$ cat src/rtl/reg_arb_pkg.sv
// Shared constants for the reg_file write-port arbiter and its scan timer.
// No logic; parameter defaults and requester index encoding only.
// Build option REG_ARB_FIXED_PRIO_EN is consumed by reg_port_arbiter.
package reg_arb_pkg;

    localparam int ADDR_W_DEF = 5;
    localparam int DATA_W_DEF = 32;
    localparam int SCAN_CNT_W = 32;

    localparam logic REQ0 = 1'b0;
    localparam logic REQ1 = 1'b1;

endpackage

$ cat src/rtl/reg_scan_timer.sv
// Steps the reg_file second read address once every SCAN_LIMIT+1 cycles.
// Latency: scan_addr and scan_tick are registered, updated on the terminal count edge.
// Backpressure: scan_hold freezes counter and address and suppresses the tick.
module reg_scan_timer
    import reg_arb_pkg::*;
#(
    parameter int          ADDR_W     = ADDR_W_DEF,
    parameter int unsigned SCAN_LIMIT = 50_000_000
) (
    input  logic              clk,
    input  logic              rst,
    input  logic              scan_hold,
    output logic [ADDR_W-1:0] scan_addr,
    output logic              scan_tick
);

    logic [SCAN_CNT_W-1:0] scan_cnt;

    always_ff @(posedge clk or posedge rst) begin
        if (rst) begin
            scan_cnt  <= '0;
            scan_addr <= '0;
            scan_tick <= 1'b0;
        end else if (scan_hold) begin
            scan_tick <= 1'b0;
        end else if (scan_cnt == SCAN_CNT_W'(SCAN_LIMIT)) begin
            // address wraps naturally at 2^ADDR_W
            scan_cnt  <= '0;
            scan_addr <= scan_addr + ADDR_W'(1);
            scan_tick <= 1'b1;
        end else begin
            scan_cnt  <= scan_cnt + SCAN_CNT_W'(1);
            scan_tick <= 1'b0;
        end
    end

endmodule

$ cat src/rtl/reg_port_arbiter.sv
// Round-robin arbiter sharing the reg_file write port between two requesters, plus raddr2 scan.
// Latency: one cycle from accepted request to registered wen/waddr/wdata.
// Backpressure: loser sees ready=0 and wins next cycle; REG_ARB_FIXED_PRIO_EN makes req0 always win.
module reg_port_arbiter
    import reg_arb_pkg::*;
#(
    parameter int          ADDR_W     = ADDR_W_DEF,
    parameter int          DATA_W     = DATA_W_DEF,
    parameter int unsigned SCAN_LIMIT = 50_000_000
) (
    input  logic              clk,
    input  logic              rst,
    input  logic              req0_valid,
    input  logic [ADDR_W-1:0] req0_addr,
    input  logic [DATA_W-1:0] req0_data,
    output logic              req0_ready,
    input  logic              req1_valid,
    input  logic [ADDR_W-1:0] req1_addr,
    input  logic [DATA_W-1:0] req1_data,
    output logic              req1_ready,
    output logic              wen,
    output logic [ADDR_W-1:0] waddr,
    output logic [DATA_W-1:0] wdata,
    input  logic              scan_hold,
    output logic [ADDR_W-1:0] scan_addr,
    output logic              scan_tick
);

    logic ptr;
    logic grant0;
    logic grant1;

    // Grants are masked by rst so nothing is accepted while reset is asserted.
    always_comb begin
        grant0 = !rst && req0_valid && (!req1_valid || (ptr == REQ0));
        grant1 = !rst && req1_valid && (!req0_valid || (ptr == REQ1));
    end

    assign req0_ready = grant0;
    assign req1_ready = grant1;

    always_ff @(posedge clk or posedge rst) begin
        if (rst) begin
            ptr   <= REQ0;
            wen   <= 1'b0;
            waddr <= '0;
            wdata <= '0;
        end else begin
            wen <= grant0 | grant1;
            if (grant0) begin
                waddr <= req0_addr;
                wdata <= req0_data;
            end else if (grant1) begin
                waddr <= req1_addr;
                wdata <= req1_data;
            end
`ifdef REG_ARB_FIXED_PRIO_EN
            ptr <= REQ0;
`else
            if (grant0) begin
                ptr <= REQ1;
            end else if (grant1) begin
                ptr <= REQ0;
            end
`endif
        end
    end

    reg_scan_timer #(
        .ADDR_W     (ADDR_W),
        .SCAN_LIMIT (SCAN_LIMIT)
    ) u_scan_timer (
        .clk       (clk),
        .rst       (rst),
        .scan_hold (scan_hold),
        .scan_addr (scan_addr),
        .scan_tick (scan_tick)
    );

endmodule

$ cat config.mk
export PLATFORM = sky130hd
export DESIGN_NAME = reg_port_arbiter
export DESIGN_NICKNAME = d
export VERILOG_FILES = /design/src/rtl/reg_arb_pkg.sv /design/src/rtl/reg_scan_timer.sv /design/src/rtl/reg_port_arbiter.sv
export SDC_FILE = /design/constraint.sdc
export NUM_CORES = 1
export LEC_CHECK = 0
export CELL_PAD_IN_SITES_DETAIL_PLACEMENT = 1
export CELL_PAD_IN_SITES_GLOBAL_PLACEMENT = 2
export CORE_ASPECT_RATIO = 1.1
export CORE_UTILIZATION = 26
export CTS_BUF_LIST = sky130_fd_sc_hd__clkbuf_8
export CTS_CLUSTER_DIAMETER = 60
export DETAILED_ROUTE_END_ITERATION = 10
export MAX_ROUTING_LAYER = met4
export PLACE_DENSITY_LB_ADDON = 0.1
export SYNTH_ARGS = -nofsm -noshare
export SYNTH_HDL_FRONTEND = slang
export SYNTH_SLANG_ARGS = --single-unit
$ cat constraint.sdc
create_clock -name clk -period 2.8 [get_ports clk]
set_input_delay 0.42 -clock clk [delete_from_list [all_inputs] [get_ports clk]]
set_output_delay 0.42 -clock clk [all_outputs]
set_load 0.02 [all_outputs]
==> flow_metrics.env <==
export IMPL_portBuffers=124
export IMPL_dp_hpwl_um=8209
export IMPL_grt_max_degree=58
export IMPL_cts_max_path_buffers=2
export IMPL_final_hold_violation_count=0
export IMPL_fin_crit_ns=2.360
export IMPL_startpoint_type="input pin"
export IMPL_slew_headroom_pct=38.05
export IMPL_synth_flop_cell="dfrtp_1"
export IMPL_power_density_mw_per_mm2=509.1
export IMPL_core_area_sq_mm=0.01391
export IMPL_fin_crit_sh_pct=84.28
export IMPL_dr_pass1_iters=4
export IMPL_yosysTopAreaCell="dfrtp_1"
export IMPL_synthTopCellsByArea="dfrtp_1, mux2i_1, o21ai_0"
export IMPL_io_pins=125
export IMPL_design_die_area_sq_mm=0.01484
export IMPL_ff2ff_setup_slack_ns=0.59
export IMPL_antenna_found_initial=1
export IMPL_timing_final_max_slew_violations=0
export IMPL_synth_edf_count=0
export IMPL_die_width_um=116.2
export IMPL_postCtsSetupBuffers=0
export IMPL_start_util_pct=26.84
export IMPL_vias=3154
export IMPL_wl_per_cell_um=16.24
export IMPL_yosysWarningCount=0
export IMPL_htree_levels=3
export IMPL_rows=45
export IMPL_final_setup_tns_ns=0
export IMPL_rsz0062_at_grt="false"
export IMPL_grt_first_pass_wirelength_um=17540
export IMPL_gp_congestion=0.7290
export IMPL_fin_util_pct=38.75
export IMPL_gr_usage_all_layers_pct=16.04
export IMPL_timing_rr_end="u_scan_timer.scan_addr[1]"
export IMPL_hold_start="u_scan_timer.scan_addr[4]"
export IMPL_holdPathStages=1
export IMPL_grt_overflow=0
export IMPL_netlist_area_leader_share_pct=51.63
export IMPL_syn_avg_cell_area_sq_um=10.28
export IMPL_vdd_ir_drop_worst_mv=0.2654
export IMPL_reg2reg_from="u_scan_timer.scan_cnt[8]"
export IMPL_status="complete, no violations"
export IMPL_finClkSkew_ns=0.01375
export IMPL_synth_most_common_cell="dfrtp_1"
export IMPL_cts_resized=0
export IMPL_drv_cap=0
export IMPL_drt_initial_drc_count=90
export IMPL_root_buffer="clkbuf_8"
export IMPL_crit_path_end_kind="output pin"
export IMPL_path_max_fanout=3
export IMPL_setup_violations_final=0
export IMPL_seq_area_frac_synth_pct=51.63
export IMPL_dpl_instance_area_sq_mm=0.005209
export IMPL_cts_hold_buf=0
export IMPL_fmax_mhz=423.7
export IMPL_stdcell_area_sq_mm=0.005389
export IMPL_fin_nets=569
export IMPL_drive_above_1_share_pct=7.114
export IMPL_min_to="u_scan_timer.scan_addr[4]"
export IMPL_clkLatencyLatePin_ns=0.37
export IMPL_cp_arrival_ns=1.94
export IMPL_synth_seq_cells=77
export IMPL_cts_buffers=9
export IMPL_syn_num_nets=445
export IMPL_die_h_um=127.7
export IMPL_critPathKind="input pin to output pin"
export IMPL_synth_commonest_cells="dfrtp_1, nand2_1, o21ai_0, mux2i_1, clkbuf_1"
export IMPL_syn_inst=363
export IMPL_grt_pass1_vias=3185
export IMPL_wl_um=11060
export IMPL_dpl_worst_slack_ns=0.3164
export IMPL_routed_via_density=4.631
export IMPL_cp_data_required_time_ns=2.38
export IMPL_path_clk_slew_ns=0.08
export IMPL_area_delta_synth_final_pct=44.38
export IMPL_hold_class="flop to flop"
export IMPL_synthArstFlopShare_pct=100.0
export IMPL_fin_ws_ns=0.4401
export IMPL_syn_cell_area_sq_mm=0.003732
export IMPL_ys_types=36
export IMPL_tightest_slew_ns=0.9257
export IMPL_clkSinkCount=77
export IMPL_leakage_nw=2.425
export IMPL_post_route_drc_count=0
export IMPL_cts_tree="built"
export IMPL_reg2regPathDepth=4
export IMPL_drtAntennaViolNets=0
placed cells by master, fill, tap and decap left out, types with 3 or more instances in the layout:
| master | instances |
|---|---|
| buf_4 | 8 |
| a21oi_1 | 9 |
| dfrtp_1 | 77 |
| clkbuf_8 | 11 |
| nor4b_1 | 3 |
| o21ai_0 | 48 |
| and3_1 | 3 |
| or3_1 | 7 |
| nor4_1 | 7 |
| nor2_1 | 8 |
| mux2i_1 | 37 |
| nand2_1 | 52 |
| or4_1 | 3 |
| ha_1 | 3 |
| clkinv_2 | 3 |
| nor3_1 | 4 |
| and4_1 | 4 |
| inv_1 | 9 |
| nand4_1 | 13 |
| nand3_1 | 9 |
| clkdlybuf4s50_1 | 124 |
| xnor2_1 | 12 |
| nand4b_1 | 4 |
| xor2_1 | 12 |
critical path: stages:
cell and delay (ns):
clkdlybuf4s50_1 0.55, nand2b_1 0.10, a21o_2 0.22, inv_1 0.06, clkdlybuf4s50_1 0.59
kinds of logic (layout without fill, tap and decap cells):
kind of cell | Yosys count | count (layout) | synth area share, %
compound gates | 61 | 61 | 8.381
xor+xnor | 25 | 25 | 6.068
fa+ha+maj | 3 | 3 | 1.006
buf+inv | 28 | 157 | 2.950
flops | 77 | 77 | 51.63
mux | 38 | 38 | 10.22
other cells | 0 | 1 | 0
simple gates | 131 | 131 | 19.75
layout make-up:
cell class                 instances  area, sq um
inverter                           9        37.54
multi-input combinational        258         1708
timing repair buffer             132         1301
sequential                        77         1927
fill                            1585         8518
clock buffer                      11        151.4
antenna                            1        2.502
tap                              188        235.2
clock inverter                     5        26.28
per-stage QoR:
stage	instances	hold WS, ns	power, mW
after floorplan	363	0.4467	1.625
after global placement	664	0.4604	1.975
after detailed placement	664	0.4651	1.990
after CTS	680	0.4806	2.799
after global routing	681	0.4864	2.905
final	681	0.4759	2.744
how the worst max path moves through the flow:
stage / startpoint / end / slack, ns / cells past startpoint
final: req0_valid / req0_ready / 0.44 / 5
after global placement: scan_hold / u_scan_timer.scan_cnt[25] / 0.38 / 5
after floorplan: rst / waddr[3] / 0.13 / 5
after CTS: req0_valid / req0_ready / 0.42 / 5
after global routing: req0_valid / req0_ready / 0.35 / 5
after detailed placement: scan_hold / u_scan_timer.scan_cnt[25] / 0.32 / 5
report_power, final:
group | switching, mW | internal [mW] | total, mW
combinational | 0.306 | 0.328 | 0.634
clock | 0.425 | 0.363 | 0.788
sequential | 0.0982 | 1.22 | 1.32
registers in the layout, indices dropped and copies added, names as in the netlist:
signal,cells
waddr,5
u_scan_timer.scan_cnt,32
ptr,1
u_scan_timer.scan_tick,1
wen,1
u_scan_timer.scan_addr,5
wdata,32
metal layers:
| metal | vias to the layer above | global-route usage [%] | share of wire, % |
|---|---|---|---|
| met5 | - | - | 0 |
| met3 | 15 | 3.877 | 5.9 |
| li1 | 1537 | - | - |
| met1 | 1519 | 20.52 | 47 |
| met2 | 83 | 24.02 | 46 |
| met4 | 0 | 6.863 | 1.9 |
Power figures use the tool's default switching activity.
